### src/rtl/pipeline_hazard_ctrl_pkg.sv
// Shared state encodings and widths for the pipeline hazard sequencer.
// Benches import this to decode o_state.
package pipeline_hazard_ctrl_pkg;

  localparam int HZ_STATE_W  = 2;
  localparam int WAIT_CNT_W  = 16;
  localparam int FLUSH_CNT_W = 3;

  typedef enum logic [HZ_STATE_W-1:0] {
    HZ_RUN        = 2'd0,
    HZ_LOAD_STALL = 2'd1,
    HZ_FLUSH      = 2'd2,
    HZ_MEM_WAIT   = 2'd3
  } hz_state_e;

endpackage

### src/rtl/pipeline_hazard_ctrl_hz_sat_counter.sv
// Saturating up-counter with enable and synchronous clear.
// Clear has priority over enable.
module hz_sat_counter #(
  parameter int W = 8
) (
  input  logic         clk,
  input  logic         clr,
  input  logic         en,
  output logic [W-1:0] o_cnt
);

  logic [W-1:0] cnt_d, cnt_q;

  always_comb begin
    cnt_d = cnt_q;
    if (en && (cnt_q != {W{1'b1}})) cnt_d = cnt_q + W'(1);
  end

  always_ff @(posedge clk) begin
    if (clr) cnt_q <= '0;
    else     cnt_q <= cnt_d;
  end

  assign o_cnt = cnt_q;

endmodule

### src/rtl/pipeline_hazard_ctrl.sv
// Stall/flush sequencer for the 5-stage pipeline; owns no datapath.
// Optional perf counters are built when HAZARD_PERF_EN is defined.
//
// state         | meaning
// HZ_RUN        | normal flow, hazards/branches/busy accepted
// HZ_LOAD_STALL | one cycle after a load-use bubble, hazard ignored
// HZ_FLUSH      | IF/ID cleared while the flush down-counter runs
// HZ_MEM_WAIT   | whole pipe held until data memory is ready
module pipeline_hazard_ctrl
  import pipeline_hazard_ctrl_pkg::*;
#(
  parameter int FLUSH_CYCLES = 2,
  parameter int MEM_WAIT_MAX = 255,
  parameter int CNT_W        = 32
) (
  input  logic                  clk,
  input  logic                  clr,
  input  logic                  i_mem_hazard,
  input  logic                  i_branch_taken,
  input  logic                  i_mem_busy,
  output logic                  o_if_stall,
  output logic                  o_id_stall,
  output logic                  o_ex_stall,
  output logic                  o_me_stall,
  output logic                  o_id_clr,
  output logic                  o_ex_clr,
  output logic                  o_mem_timeout,
  output logic [HZ_STATE_W-1:0] o_state
`ifdef HAZARD_PERF_EN
  ,
  output logic [CNT_W-1:0]      o_stall_cycles,
  output logic [CNT_W-1:0]      o_flush_events
`endif
);

  localparam logic [FLUSH_CNT_W-1:0] FLUSH_RELOAD = FLUSH_CNT_W'(FLUSH_CYCLES - 1);
  localparam logic [FLUSH_CNT_W-1:0] FLUSH_FULL   = FLUSH_CNT_W'(FLUSH_CYCLES);
  localparam logic [WAIT_CNT_W-1:0]  WAIT_TC      = WAIT_CNT_W'(MEM_WAIT_MAX - 1);

  hz_state_e              state_d, state_q;
  logic [FLUSH_CNT_W-1:0] flush_cnt_d, flush_cnt_q;
  logic                   pend_d, pend_q;
  logic                   timeout_d, timeout_q;
  logic                   stall_all, stall_front;
  logic                   id_clr, ex_clr;
  logic                   br_accept;
  logic                   wait_en, wait_exit;
  logic [WAIT_CNT_W-1:0]  wait_cnt;

  always_comb begin
    state_d     = state_q;
    flush_cnt_d = flush_cnt_q;
    pend_d      = pend_q;
    timeout_d   = timeout_q;
    stall_all   = 1'b0;
    stall_front = 1'b0;
    id_clr      = 1'b0;
    ex_clr      = 1'b0;
    br_accept   = 1'b0;
    wait_en     = 1'b0;
    wait_exit   = 1'b0;
    if (clr) begin
      id_clr = 1'b1;
      ex_clr = 1'b1;
    end else begin
      unique case (state_q)
        HZ_RUN, HZ_LOAD_STALL: begin
          state_d = HZ_RUN;
          if (i_mem_busy) begin
            stall_all = 1'b1;
            state_d   = HZ_MEM_WAIT;
          end else if (i_branch_taken) begin
            id_clr      = 1'b1;
            ex_clr      = 1'b1;
            br_accept   = 1'b1;
            flush_cnt_d = FLUSH_RELOAD;
            state_d     = (FLUSH_CYCLES == 1) ? HZ_RUN : HZ_FLUSH;
          end else if (i_mem_hazard && (state_q == HZ_RUN)) begin
            stall_front = 1'b1;
            state_d     = HZ_LOAD_STALL;
          end
        end
        HZ_FLUSH: begin
          // Busy preempts this flush cycle; the count still owes it.
          if (i_mem_busy) begin
            stall_all = 1'b1;
            pend_d    = 1'b1;
            state_d   = HZ_MEM_WAIT;
          end else if (i_branch_taken) begin
            id_clr      = 1'b1;
            br_accept   = 1'b1;
            flush_cnt_d = FLUSH_RELOAD;
          end else begin
            id_clr      = 1'b1;
            flush_cnt_d = flush_cnt_q - FLUSH_CNT_W'(1);
            if (flush_cnt_q == FLUSH_CNT_W'(1)) state_d = HZ_RUN;
          end
        end
        HZ_MEM_WAIT: begin
          // No clear has been issued for a branch seen here, so owe the full count.
          if (i_branch_taken) begin
            pend_d      = 1'b1;
            flush_cnt_d = FLUSH_FULL;
            br_accept   = 1'b1;
          end
          if (i_mem_busy) begin
            stall_all = 1'b1;
            wait_en   = 1'b1;
            if (wait_cnt >= WAIT_TC) timeout_d = 1'b1;
          end else begin
            wait_exit = 1'b1;
            pend_d    = 1'b0;
            state_d   = (pend_q || i_branch_taken) ? HZ_FLUSH : HZ_RUN;
          end
        end
      endcase
    end
  end

  always_ff @(posedge clk) begin
    if (clr) begin
      state_q     <= HZ_RUN;
      flush_cnt_q <= '0;
      pend_q      <= 1'b0;
      timeout_q   <= 1'b0;
    end else begin
      state_q     <= state_d;
      flush_cnt_q <= flush_cnt_d;
      pend_q      <= pend_d;
      timeout_q   <= timeout_d;
    end
  end

  hz_sat_counter #(.W(WAIT_CNT_W)) u_wait_cnt (
    .clk   (clk),
    .clr   (clr | wait_exit),
    .en    (wait_en),
    .o_cnt (wait_cnt)
  );

  assign o_if_stall    = stall_all | stall_front;
  assign o_id_stall    = stall_all | stall_front;
  assign o_ex_stall    = stall_all;
  assign o_me_stall    = stall_all;
  assign o_id_clr      = id_clr;
  assign o_ex_clr      = ex_clr;
  assign o_mem_timeout = timeout_q;
  assign o_state       = state_q;

`ifdef HAZARD_PERF_EN
  hz_sat_counter #(.W(CNT_W)) u_stall_cnt (
    .clk   (clk),
    .clr   (clr),
    .en    (o_if_stall),
    .o_cnt (o_stall_cycles)
  );

  hz_sat_counter #(.W(CNT_W)) u_flush_cnt (
    .clk   (clk),
    .clr   (clr),
    .en    (br_accept),
    .o_cnt (o_flush_events)
  );
`else
  logic unused_cnt_w;
  assign unused_cnt_w = ^CNT_W;
`endif

endmodule
### config.mk
export PLATFORM = sky130hd
export DESIGN_NAME = pipeline_hazard_ctrl
export DESIGN_NICKNAME = d
export VERILOG_FILES = /design/src/rtl/pipeline_hazard_ctrl_pkg.sv /design/src/rtl/pipeline_hazard_ctrl_hz_sat_counter.sv /design/src/rtl/pipeline_hazard_ctrl.sv
export SDC_FILE = /design/constraint.sdc
export NUM_CORES = 1
export LEC_CHECK = 0
export ABC_AREA = 1
export CORE_AREA = 2 2 53 55
export CTS_CLUSTER_SIZE = 8
export DETAILED_ROUTE_END_ITERATION = 7
export DIE_AREA = 0 0 55 57
export DONT_BUFFER_PORTS = 1
export HOLD_SLACK_MARGIN = 0.12
export MAX_ROUTING_LAYER = met4
export PLACE_DENSITY_LB_ADDON = 0.12
export SETUP_SLACK_MARGIN = 0.3
export SYNTH_ARGS = -nofsm -noshare
export SYNTH_HDL_FRONTEND = slang
export SYNTH_HIERARCHICAL = 1
export SYNTH_SLANG_ARGS = --single-unit
### constraint.sdc
create_clock -name clk -period 2.1 [get_ports clk]
set_input_delay 0.21 -clock clk [delete_from_list [all_inputs] [get_ports clk]]
set_output_delay 0.21 -clock clk [all_outputs]
set_load 0.01 [all_outputs]
==> metrics.txt, run 1 <==
DP HPWL=2280 um; DP Area=about 1500 um2; Slowest-stage cell, CP=dlygate4sd3_1; post-synthesis sequential area ratio=0.318; critical path depth in cells=8; Synth Instances=229; clk sinks=23; PortBufs=0; Root Buffer=clkbuf_4; total gr overflow=0; pwr/cell area=slightly below 500 nW/um2; Crit. End Element=register; Max Freq=0.612 GHz; Max-Cap Viols=0; final period utilization=0.778; total number of vias=1417; worst setup path end=u_wait_cnt/o_cnt[13]$_SDFFE_PP0P_; Die H=57 um; outcome=complete, no violations; Fillers=250; Worst R2R Setup Slack=between 0.5 and 0.6 ns; Syn Area/Cell=approximately 6.3 um2; share of cells above drive strength 1=0.128; peak supply drop=0.447 mV; GRT Total Usage=0.229; worst path cell trace=dlygate4sd3_1 -> nor3_4 -> nand3_1 -> or2_0 -> nor2_1 -> nand3_1 -> nand2_1 -> nor2_1; RePlAce Congestion=0.915; via-per-instance ratio=roughly 5.3; Worst Path Arrival=around 1.9 ns; post-layout min period=1.63 ns; initial core utilization=0.554; origin of the worst setup path=clr; Post-Syn Area=1450 um2; hold_sp=i_branch_taken; CP max FO=6; CORE AREA=2620 um2; H-tree levels=1; DR pass1 iterations=4; CP delay by family, top=simple AND/OR/NAND/NOR gates; die area=3140 um2; CP Class=input port to register; hold_ws=0.160 ns; Final Util=0.595; #FFs+latches synth=23; Finished Cell Area=1560 um2; CTS tree=built; vias in the first global route=between 1000 and 1500; static leakage=about 0.64 nW; final hold violations=0; RR Startpoint=o_state[1]$_SDFFE_PP0P_; first-pass GRT wire length=5310 um; die width=around 55 um; Site Rows=19; Layout Skew=0.00479 ns; reg-to-reg endpoint=u_wait_cnt/o_cnt[13]$_SDFFE_PP0P_; drt total wl=between 2000 and 3000 um; Synth Net Count=237; Slew Viols, Final=0; Setup crit start kind=input port; CTS clk-pin slew, worst paths=0.12 ns; initial DRC count=31; Routed WL per cell=11.2 um; diode count=0; worst-case reg-to-reg path depth=8; Worst EP required=2.31 ns; Worst-Skew Late Latency=0.31 ns; ANT nets after route=0; Max-slew headroom=0.661; Finish-stage setup viols=0; Tightest Hold Check Type=input port to register; largest net degree at the start of global routing=17; unrepaired setup endpoints after global routing=no; slowest stage delay, CP=between 0.6 and 0.7 ns; Netlist cell types=27; CTS Buf Count=3; nets=between 200 and 250; Worst Max-Slew Pin Slew=0.508 ns; IO Pins=14; Ys Warns=6; CTS Buffer Depth=2; Final TNS setup=0 ns; initial antenna violation count=0; drc violations=0; crit path buf inv count=1; P&R area growth vs syn=7.34%
[registers in the layout, summed over array words and instances, names as in the netlist]
signal,flops
o_mem_timeout,1
pend_q,1
u_wait_cnt/o_cnt,16
o_state,2
flush_cnt_q,3
[final cells by class]
class | count | area [um2] | area share
multi-input combinational | 182 | 883 | 0.568
sequential | 23 | 462 | 0.297
timing repair buffer | 8 | 77.6 | 0.0499
inverter | 18 | 67.6 | 0.0434
tap | 31 | 38.8 | 0.0249
clock buffer | 4 | 26.3 | 0.0169
[how the worst min path moves through the flow]
stage                               to  slack (ns)  cells past startpoint
3_3_place_gp   o_state[0]$_SDFFE_PP0P_        0.28                      1
3_5_place_dp   o_state[1]$_SDFFE_PP0P_        0.28                      1
4_1_cts            pend_q$_SDFFE_PP0P_        0.12                      3
5_1_grt            pend_q$_SDFFE_PP0P_        0.16                      3
2_1_floorplan      pend_q$_SDFFE_PP0P_        0.38                      2
6_report           pend_q$_SDFFE_PP0P_        0.16                      3
[worst reg2reg max path: cells and delay by family, from the launching register on]
kind             cells  cell delay (ns)
AND/OR/NAND/NOR      8             1.02
flip-flops           1             0.48
[kinds of logic after synthesis]
kind of cell,count (synthesis),share of synthesized area
simple gates,158,0.503
buf+inv,24,0.0769
flops,23,0.318
compound gates,21,0.0760
fa+ha+maj,3,0.0259
[placed cells by master (no fill, tap or decap)]
cell,n
nand4_1,4
o21ai_0,3
nor2_2,11
ha_1,3
buf_4,1
and3_1,1
nor3_1,1
o21ai_1,2
a21oi_1,14
dlygate4sd3_1,7
nand2_1,64
nand2_2,5
nand2_4,2
o31ai_1,1
nand3_2,1
nor3_4,1
clkbuf_4,3
nor2_8,1
inv_2,2
nor2_1,47
inv_1,16
o211ai_1,1
nor2_4,2
dfxtp_2,1
nand3_1,17
or2_0,1
clkbuf_1,1
dfxtp_1,22
[synth_stat cells]
cell | instances | area, um2
nand3_2 | 1 | 10.0
and3_1 | 1 | 6.26
o211ai_1 | 1 | 7.51
o21ai_1 | 2 | 10.0
nor2_4 | 2 | 22.5
nand4_1 | 4 | 25.0
nor2_2 | 11 | 68.8
nor3_1 | 1 | 5.00
nor2_8 | 1 | 20.0
o21ai_0 | 3 | 15.0
nor2_1 | 47 | 176
inv_1 | 16 | 60.1
o31ai_1 | 1 | 7.51
buf_4 | 2 | 15.0
clkbuf_4 | 1 | 7.51
buf_6 | 1 | 11.3
nor3_2 | 1 | 10.0
nand2_1 | 64 | 240
nand3_1 | 17 | 85.1
nand2_4 | 2 | 22.5
a21oi_1 | 14 | 70.1
or2_0 | 1 | 6.26
dfxtp_1 | 23 | 460
inv_2 | 2 | 7.51
ha_1 | 3 | 37.5
buf_2 | 2 | 10.0
nand2_2 | 5 | 31.3
[per-layer routing]
metal | vias up | GRT usage | share of wire
met2 | 27 | 0.376 | 0.50
li1 | 741 | - | -
met1 | 645 | 0.278 | 0.45
met5 | - | - | 0
met3 | 4 | 0.0340 | 0.036
met4 | 0 | 0.0836 | 0.011
[per-stage QoR]
stage,power [mW],instances,worst slack [ns]
6_report,0.763,266,0.465
5_1_grt,0.803,266,0.329
4_1_cts,0.772,266,0.418
3_5_place_dp,0.554,255,0.299
3_3_place_gp,0.551,255,0.378
2_1_floorplan,0.548,229,0.525
[what timing repair did]
item                                    4_1_cts  5_1_grt
cloned                                        0        0
endpoints found under the setup margin        2        3
hold buffers                                  7        0
resized for setup                             1        1
setup buffers                                 0        0
endpoints found under the hold margin         6        0
[report_power, final]
part | internal [mW] | switching [mW]
logic | 0.0386 | 0.0606
clock network | 0.0741 | 0.129
registers | 0.447 | 0.0136
total | 0.560 | 0.203
Note: power is estimated with default switching activity, not from simulation.
==> run 2: changes to the inputs <==
Clock period 2.1 ns to 1.65 ns, I/O delays scaled along.
==> run 2 against run 1 <==
The run now ends with negative hold slack left; wire length up 23%; hold slack worse by 0.29 ns; cell area up 12%; count of clock-buffer cells in the layout fell by 1; combinational power rose by 50%; non-clock buffer count is 6 higher; largest power group unchanged.
==> metrics.txt, run 2 (synthesized netlist as in run 1, its figures left out) <==
outcome=finished, violations left; failing checks=negative hold slack; CTS tree=built; Slew Viols, Final=0; drc violations=0; # hold bufs at CTS=1; RePlAce Congestion=0.877; Max Freq=0.648 GHz; Layout Skew=0.0157 ns; post-layout min period=1.54 ns; via-per-instance ratio=between 5 and 6; final period utilization=0.935; worst-case reg-to-reg path depth=10; worst hold path depth=1; first-pass GRT wire length=5550 um; CP Class=register to register; commonest cells after routing, fill and taps aside=nand2_1, nor2_1, a21oi_1, nand3_1, dfxtp_2; static leakage=0.721 nW; Max-slew headroom=0.748; Setup crit start kind=register; final hold violations=3; Worst Max-Slew Pin Slew=0.376 ns; DP Area=around 1500 um2; Die H=57 um; Site Rows=19; pwr/cell area=573 nW/um2; initial core utilization=0.554; Worst Path Arrival=1.76 ns; nets=250; Finish-stage setup viols=0; CTS Buf Count=3; Fillers=224; die width=55 um; PortBufs=0; die area=3140 um2; Tightest Hold Check Type=input port to register; hold_ws=-0.125 ns; CORE AREA=2620 um2; Final TNS setup=0 ns; total design power=1.00 mW; drt total wl=between 3000 and 4000 um; CTS Buffer Depth=2; H-tree levels=1; Worst EP required=around 1.9 ns; Finished Cell Area=between 1500 and 2000 um2; Max-Cap Viols=0; IO Pins=14; GRT Total Usage=0.248; diode count=0; CTS clk-pin slew, worst paths=between 0.1 and 0.15 ns; initial DRC count=66; Crit. End Element=register; clk sinks=23; DP HPWL=2340 um; DR pass1 iterations=4; P&R area growth vs syn=20.6%; total gr overflow=0; Final Util=0.668; peak supply drop=0.597 mV; most common cell after layout, fill and taps aside=nand2_1; Root Buffer=clkbuf_4; Worst-Skew Late Latency=0.32 ns; CP max FO=4; total number of vias=1529; largest net degree at the start of global routing=17; vias in the first global route=between 1000 and 1500; max reg flops=16; share of cells above drive strength 1=0.324; initial antenna violation count=0; unrepaired setup endpoints after global routing=yes; Routed WL per cell=13.4 um; ANT nets after route=0
[run 2: changes by cell type in the layout (fill, tap and decap cells not counted), moves of 4 or more]
cell,change
inv_2,+5
nor2_4,+5
dfxtp_1,-15
nand3_1,-4
dlygate4sd3_1,-6
nor2_1,-4
dfxtp_2,+12
inv_1,-5
buf_4,+10
[run 2: report_power, final]
| part | total, mW | internal [mW] | switching, mW | leakage, nW |
|---|---|---|---|---|
| clock | 0.274 | 0.0908 | 0.183 | 0.0177 |
| combinational | 0.149 | 0.0572 | 0.0923 | 0.508 |
| sequential | 0.579 | 0.566 | 0.0124 | 0.195 |
| total | 1.00 | 0.714 | 0.288 | 0.721 |
[run 2: worst paths after layout]
kind,from,endpoint,slack (ns)
worst min register to register,pend_q$_SDFFE_PP0P_,pend_q$_SDFFE_PP0P_,0.50
worst min-delay path,clr,o_state[0]$_SDFFE_PP0P_,-0.13
worst max register to register,o_state[0]$_SDFFE_PP0P_,u_wait_cnt/o_cnt[14]$_SDFFE_PP0P_,0.11
worst max-delay path,o_state[0]$_SDFFE_PP0P_,u_wait_cnt/o_cnt[14]$_SDFFE_PP0P_,0.11
[run 2: cell type report]
cell class,count,area [um2],share of cell area
multi-input combinational,182,1010,0.576
sequential,23,488,0.279
timing repair buffer,14,119,0.0680
inverter,18,67.6,0.0387
tap,31,38.8,0.0222
clock buffer,3,22.5,0.0129
clock inverter,1,5.00,0.00286
[run 2: critical path, cell delays in order (launching register included)]
cell	delay [ns]
dfxtp_4	0.41
nand2_4	0.06
nor3_4	0.21
buf_6	0.14
nand2_2	0.06
inv_2	0.08
nand3_4	0.08
nor2_2	0.16
nand3_1	0.11
nand2_1	0.07
nor2_1	0.04
[run 2: routing by layer]
| layer | GRT usage | share of wire |
|---|---|---|
| met1 | 0.277 | 0.39 |
| met4 | 0.136 | 0.035 |
| met5 | - | 0 |
| met2 | 0.412 | 0.51 |
| met3 | 0.0340 | 0.055 |
[run 2: per-stage QoR]
| stage | cells | setup slack, ns |
|---|---|---|
| after floorplan | 229 | 0.167 |
| after global placement | 258 | 0.128 |
| after detailed placement | 258 | 0.0286 |
| after CTS | 267 | 0.194 |
| after global routing | 272 | 0.0236 |
| final | 272 | 0.108 |
[run 2: repair_timing]
item / 4_1_cts / 5_1_grt
gates resized for setup: 25 / 28
hold endpoints to repair: 7 / 4
pin swaps: 7 / 19
buffers inserted: 4 / 5
endpoints found under the setup margin: 20 / 19
